`config.mk`:
```
export PLATFORM = sky130hd
export DESIGN_NAME = clock_enable_generator
export DESIGN_NICKNAME = d
export VERILOG_FILES = /design/src/rtl/clock_pkg.sv /design/src/rtl/clock_enable_generator_mod_counter.sv /design/src/rtl/clock_enable_generator.sv
export SDC_FILE = /design/constraint.sdc
export NUM_CORES = 1
export LEC_CHECK = 0
export BUFFER_PORTS_ARGS = -buffer_cell sky130_fd_sc_hd__buf_2
export CAP_MARGIN = 0
export CORE_AREA = 2 2 39 41
export CTS_CLUSTER_DIAMETER = 60
export DETAILED_ROUTE_END_ITERATION = 12
export DIE_AREA = 0 0 41 43
export GPL_TIMING_DRIVEN = 1
export PLACE_DENSITY_LB_ADDON = 0.25
export SETUP_SLACK_MARGIN = 0.05
export SYNTH_ARGS = -nofsm -noshare
export SYNTH_HDL_FRONTEND = slang
export SYNTH_HIERARCHICAL = 1
export SYNTH_SLANG_ARGS = --single-unit
```
`constraint.sdc`:
```
create_clock -name clk28m -period 2.16 [get_ports clk28m]
set_input_delay 0.324 -clock clk28m [delete_from_list [all_inputs] [get_ports clk28m]]
set_output_delay 0.324 -clock clk28m [all_outputs]
set_load 0.02 [all_outputs]
```
`src/rtl/clock_pkg.sv`:
```
// Shared defaults and helpers for the clock-enable generator.
package clock_pkg;

  localparam int DEF_DIV   = 4;
  localparam int DEF_EDIV  = 10;
  localparam int DEF_EHIGH = 4;

  // Bits needed to hold a counter that runs 0..n-1 (never less than one bit).
  function automatic int cnt_width(input int n);
    return (n <= 2) ? 1 : $clog2(n);
  endfunction

endpackage

```
`src/rtl/clock_enable_generator_mod_counter.sv`:
```
// Wrap-around counter 0..N-1 with count enable and synchronous active-low clear.
module mod_counter
  import clock_pkg::*;
#(
  parameter int N = 4,
  parameter int W = cnt_width(N)
) (
  input  logic         clk,
  input  logic         clr_n,
  input  logic         en,
  output logic [W-1:0] count
);

  localparam logic [W-1:0] LAST = W'(N - 1);

  logic [W-1:0] count_q;
  logic [W-1:0] count_d;

  // NOTE: combinational blocks assign every output a default first so no latch is inferred.
  always_comb begin
    count_d = count_q;
    if (en) count_d = (count_q == LAST) ? '0 : count_q + 1'b1;
  end

  // NOTE: state registers use non-blocking assignments so all flops update together at the edge.
  always_ff @(posedge clk) begin
    if (!clr_n) count_q <= '0;
    else        count_q <= count_d;
  end

  assign count = count_q;

endmodule

```
`src/rtl/clock_enable_generator.sv`:
```
// Derives c1/c3 phases, 7 MHz enable, colour clock, E-clock slots and a turbo CPU
// enable from clk28m as single-domain clock enables.
module clock_enable_generator
  import clock_pkg::*;
#(
  parameter int DIV   = DEF_DIV,
  parameter int EDIV  = DEF_EDIV,
  parameter int EHIGH = DEF_EHIGH
) (
  input  logic            clk28m,
  input  logic            _reset,
  input  logic            turbo,
  output logic            c1,
  output logic            c3,
  output logic            clk7_en,
  output logic            cck,
  output logic            cck_en,
  output logic [EDIV-1:0] eclk,
  output logic            e,
  output logic            cpu_en,
  output logic            turbo_active
);

  localparam int PW = cnt_width(DIV);
  localparam int EW = cnt_width(EDIV);

  localparam logic [PW-1:0] PH_LAST  = PW'(DIV - 1);
  localparam logic [PW-1:0] PH_HALF  = PW'(DIV / 2);
  localparam logic [PW-1:0] PH_Q1    = PW'(DIV / 4);
  localparam logic [PW-1:0] PH_Q3    = PW'(3 * DIV / 4);
  localparam logic [EW-1:0] E_RISE   = EW'(EDIV - EHIGH);

  if ((DIV % 4) != 0 || DIV < 4) begin : g_bad_div
    $error("clock_enable_generator: DIV must be a multiple of 4 and >= 4");
  end
  if ((EDIV % 2) != 0 || EDIV < 4) begin : g_bad_ediv
    $error("clock_enable_generator: EDIV must be even and >= 4");
  end
  if (EHIGH < 1 || EHIGH > EDIV - 1) begin : g_bad_ehigh
    $error("clock_enable_generator: EHIGH must be in 1..EDIV-1");
  end

  logic [PW-1:0] ph;
  logic [EW-1:0] e_cnt;
  logic          run_q, run_d;
  logic          cck_q, cck_d;
  logic          turbo_q, turbo_d;
  logic          tick;

  // ph only starts counting the edge after run rises, so ph=0 lasts one full cycle.
  mod_counter #(.N(DIV), .W(PW)) u_ph (
    .clk   (clk28m),
    .clr_n (_reset),
    .en    (run_q),
    .count (ph)
  );

  mod_counter #(.N(EDIV), .W(EW)) u_e_cnt (
    .clk   (clk28m),
    .clr_n (_reset),
    .en    (tick),
    .count (e_cnt)
  );

  assign tick = run_q && (ph == PH_LAST);

  // turbo is only sampled at a 7 MHz boundary, so cpu_en never produces a runt pulse.
  always_comb begin
    run_d   = 1'b1;
    cck_d   = tick ? ~cck_q : cck_q;
    turbo_d = tick ? turbo  : turbo_q;
  end

  always_ff @(posedge clk28m) begin
    if (!_reset) begin
      run_q   <= 1'b0;
      cck_q   <= 1'b0;
      turbo_q <= 1'b0;
    end else begin
      run_q   <= run_d;
      cck_q   <= cck_d;
      turbo_q <= turbo_d;
    end
  end

  always_comb begin
    c1           = run_q && (ph < PH_HALF);
    c3           = run_q && (ph >= PH_Q1) && (ph < PH_Q3);
    clk7_en      = tick;
    cck          = run_q && cck_q;
    cck_en       = tick && cck_q;
    e            = run_q && (e_cnt >= E_RISE);
    turbo_active = run_q && turbo_q;
    cpu_en       = run_q && (turbo_q || tick);
    eclk         = '0;
    for (int i = 0; i < EDIV; i++) eclk[i] = run_q && (e_cnt == EW'(i));
  end

endmodule
```
==> run_results.csv <==
group,metric,value,unit
status,status,"finished, final reports clean",
yosys,synthCells,64,
routing,vias,497,
layout,syn2layout_area_growth,26.06,%
setup_path,start_kind,"flip-flop",
floorplan,die-width,41,µm
place,place_ws,603.9,ps
yosys,ys_warn_count,6,
routing,drt_pass1_iterations,4,
layout,insertedDiodeCount,0,
routing,dr.first_iter.drc_count,6,
setup_path,cp-end-kind,"output pin",
setup_path,reg2reg_from,"run_q$_DFF_P_",
yosys,yosys_register_bits,9,
setup_path,reg2reg_depth,4,
hold_path,worstHoldStart,"_reset",
global_route,grt_pass1_vias,393,
global_route,grt_start_max_net_pins,14,
clock_network,cts_buffers,3,
clock_network,clkTransAtPathRegs,60,ps
clock_network,cts_max_level,1,
clock_network,cts_root_buffer,"clkbuf_4",
setup_path,cp_data_arrival_time,1530,ps
setup_path,crit_required,1840,ps
setup_path,path_class,"reg2out",
hold_path,worstHoldEndpoint,"run_q$_DFF_P_",
pwr,vdd_drop_max,0.2120,mV
sta,clock_skew,0.4305,ps
sta,slew_headroom,75.44,%
routing,wl_per_cell,10.00,µm
clock_network,ctsHoldBuffers,0,
setup_path,slowest_stage,"dfxtp_1",
pwr,powerDensity,507.2,nW/µm²
routing,vias_per_cell,4.825,
floorplan,design.die.area,1763,µm²
clock_network,cts_tree,"yes",
clock_network,cts_resized,0,
layout,finalNetCount,92,
setup_path,path_cells,"and3_1 -> and2_1 -> buf_2",
global_route,grt_overflow,0,
floorplan,die_h,43,µm
place,gp_congestion,0.6887,
floorplan,io_pins,21,
sta,clock.fmax,540.3,MHz
yosys,synth_nets,68,
sta,worst_pin_slew,368.0,ps
floorplan,core.rowCount,14,
hold_path,hp-class,"in2reg",
yosys,synth-seq-area-share,33.80,%
yosys,ys_types,26,
clock_network,clkLatencyLatePin,250,ps
sta,rsz0062_at_grt,"false",
routing,drc_errors,0,
setup_path,cp_slowest_stage_delay,540,ps
layout,drive_gt1_share,29.89,%
yosys,avgSynthCellArea,8.328,µm²
setup_path,r2r-end,"u_e_cnt/count[1]$_SDFFE_PN0P_",
layout,multiInputGateArea,341.6,µm²
sta,finalSetupViolations,0,
global_route,grt_usage,13.60,%
sta,min_period,1851,ps
sta,fin_ws,309.2,ps
hold_path,whs_path_depth,1,
clock_network,post_cts_buffers,0,
routing,antenna_left,0,
global_route,antenna_found_initial,0,
setup_path,path_max_fanout,13,
setup_path,rrSetupSlack,610,ps
place,dpl.hpwl,729.6,µm
floorplan,coreArea,1384,µm²
sta,finalHoldViolations,0,
sta,maxSlewViolCount,0,
flow_run,maxCapViolCount,0,
global_route,grt_first_pass_wirelength,1621,µm
sta,fin_tns_setup,0,ps
pwr,p_leak,0.3121,nW
yosys,netlist_area,533.0,µm²
layout,regArea,180.2,µm²
clock_network,clockBufferDepth,2,
sta,period_share,85.68,%
routing,finalWirelength,1030,µm
layout,nFillCells,150,
clock_network,numClockSinks,9,
floorplan,initial_core_util,38.52,%
place,numPortBuffers,20,
[registers in the layout, summed over array words and instances (netlist names)]
name and flops:
u_e_cnt/count 4, u_ph/count 2, cck_q 1, run_q 1, turbo_q 1
[power breakdown]
group          internal [mW]  switching (mW)
clock network         0.0710          0.0556
logic                 0.0162          0.0184
registers              0.171         0.00897
[kinds of logic (layout without fill, tap and decap cells)]
kind of cell / count (synthesis) / in the layout / share of synthesized area, %
buf+inv: 2 / 25 / 2.113
fa+ha+maj: 1 / 1 / 2.347
xor+xnor: 3 / 3 / 4.930
simple gates: 38 / 38 / 40.61
mux: 4 / 4 / 7.747
flops: 9 / 9 / 33.80
compound gates: 7 / 7 / 8.452
[cell usage in the layout, fill, tap and decap left out, drive strengths merged]
| cell type | netlist | routed |
|---|---|---|
| or3b | 1 | 1 |
| a21boi | 1 | 1 |
| and3 | 1 | 1 |
| nor2b | 5 | 5 |
| buf | 1 | 20 |
| nor3 | 3 | 3 |
| ha | 1 | 1 |
| nor4 | 2 | 2 |
| mux2 | 1 | 1 |
| and2 | 6 | 6 |
| inv | 1 | 1 |
| xor2 | 2 | 2 |
| xnor2 | 1 | 1 |
| o22ai | 1 | 1 |
| nor3b | 2 | 2 |
| dfxtp | 9 | 9 |
| mux2i | 3 | 3 |
| clkbuf | 0 | 4 |
| nand3b | 1 | 1 |
| nand3 | 1 | 1 |
| nand2b | 3 | 3 |
| o21a | 1 | 1 |
| a211o | 1 | 1 |
| nor2 | 4 | 4 |
| a21oi | 3 | 3 |
| nand2 | 9 | 9 |
[layer usage]
metal  track usage, %  wire length, µm  vias up
li1                 -                -      264
met1            16.88              512      214
met3            4.712               74        2
met2            19.38              430       17
met4            8.000               12        0
met5                0                0        -
[synthesized netlist by cell type]
cell type | n | share of area [%]
dfxtp_1 | 9 | 34
nand2_1 | 9 | 6.3
and2_1 | 6 | 7.0
nor2b_1 | 5 | 5.9
nor2_1 | 4 | 2.8
a21oi_1 | 3 | 2.8
mux2i_1 | 3 | 5.6
nand2b_1 | 3 | 3.5
nor3_1 | 3 | 2.8
nor4_1 | 2 | 2.3
xor2_1 | 2 | 3.3
a211o_1 | 1 | 1.6
a21boi_1 | 1 | 1.4
and3_1 | 1 | 1.2
buf_4 | 1 | 1.4
ha_1 | 1 | 2.3
inv_1 | 1 | 0.70
mux2_2 | 1 | 2.1
nand3_2 | 1 | 1.9
nand3b_1 | 1 | 1.4
nor3b_1 | 1 | 1.4
nor3b_2 | 1 | 2.3
o21a_1 | 1 | 1.4
o22ai_1 | 1 | 1.2
or3b_1 | 1 | 1.6
xnor2_1 | 1 | 1.6
[cell type report]
cell class                 instances  share of cell area (%)
multi-input combinational         53                   50.84
clock buffer                       4                   3.911
sequential                         9                   26.82
inverter                           1                  0.5587
timing repair buffer              20                   14.90
tap                               16                   2.980
[per-stage QoR]
stage | area (µm²) | hold slack, ps | total power [mW] | instances | utilization (%)
after floorplan | 533.0 | 351.7 | 0.2052 | 64 | -
after global placement | 645.6 | 461.2 | 0.2170 | 99 | 46.65
after detailed placement | 645.6 | 463.5 | 0.2179 | 99 | 46.65
after CTS | 671.9 | 302.8 | 0.3457 | 103 | 48.55
after global routing | 671.9 | 299.5 | 0.3649 | 103 | 48.55
final | 671.9 | 307.2 | 0.3408 | 103 | 48.55
[worst max-delay path, delay by kind of cell (launching register included)]
kind	cells	cell delay, ps
AND/OR/NAND/NOR	2	580
flip-flops	1	540
buffers and inverters	1	150
[how the worst max path moves through the flow]
stage | from | end
finish | run_q$_DFF_P_ | cck_en
global route | run_q$_DFF_P_ | cck_en
CTS | run_q$_DFF_P_ | cck_en
detailed placement | run_q$_DFF_P_ | cck_en
global placement | run_q$_DFF_P_ | cck_en
floorplan | run_q$_DFF_P_ | eclk[0]
Note: power is estimated with default switching activity, not from simulation.
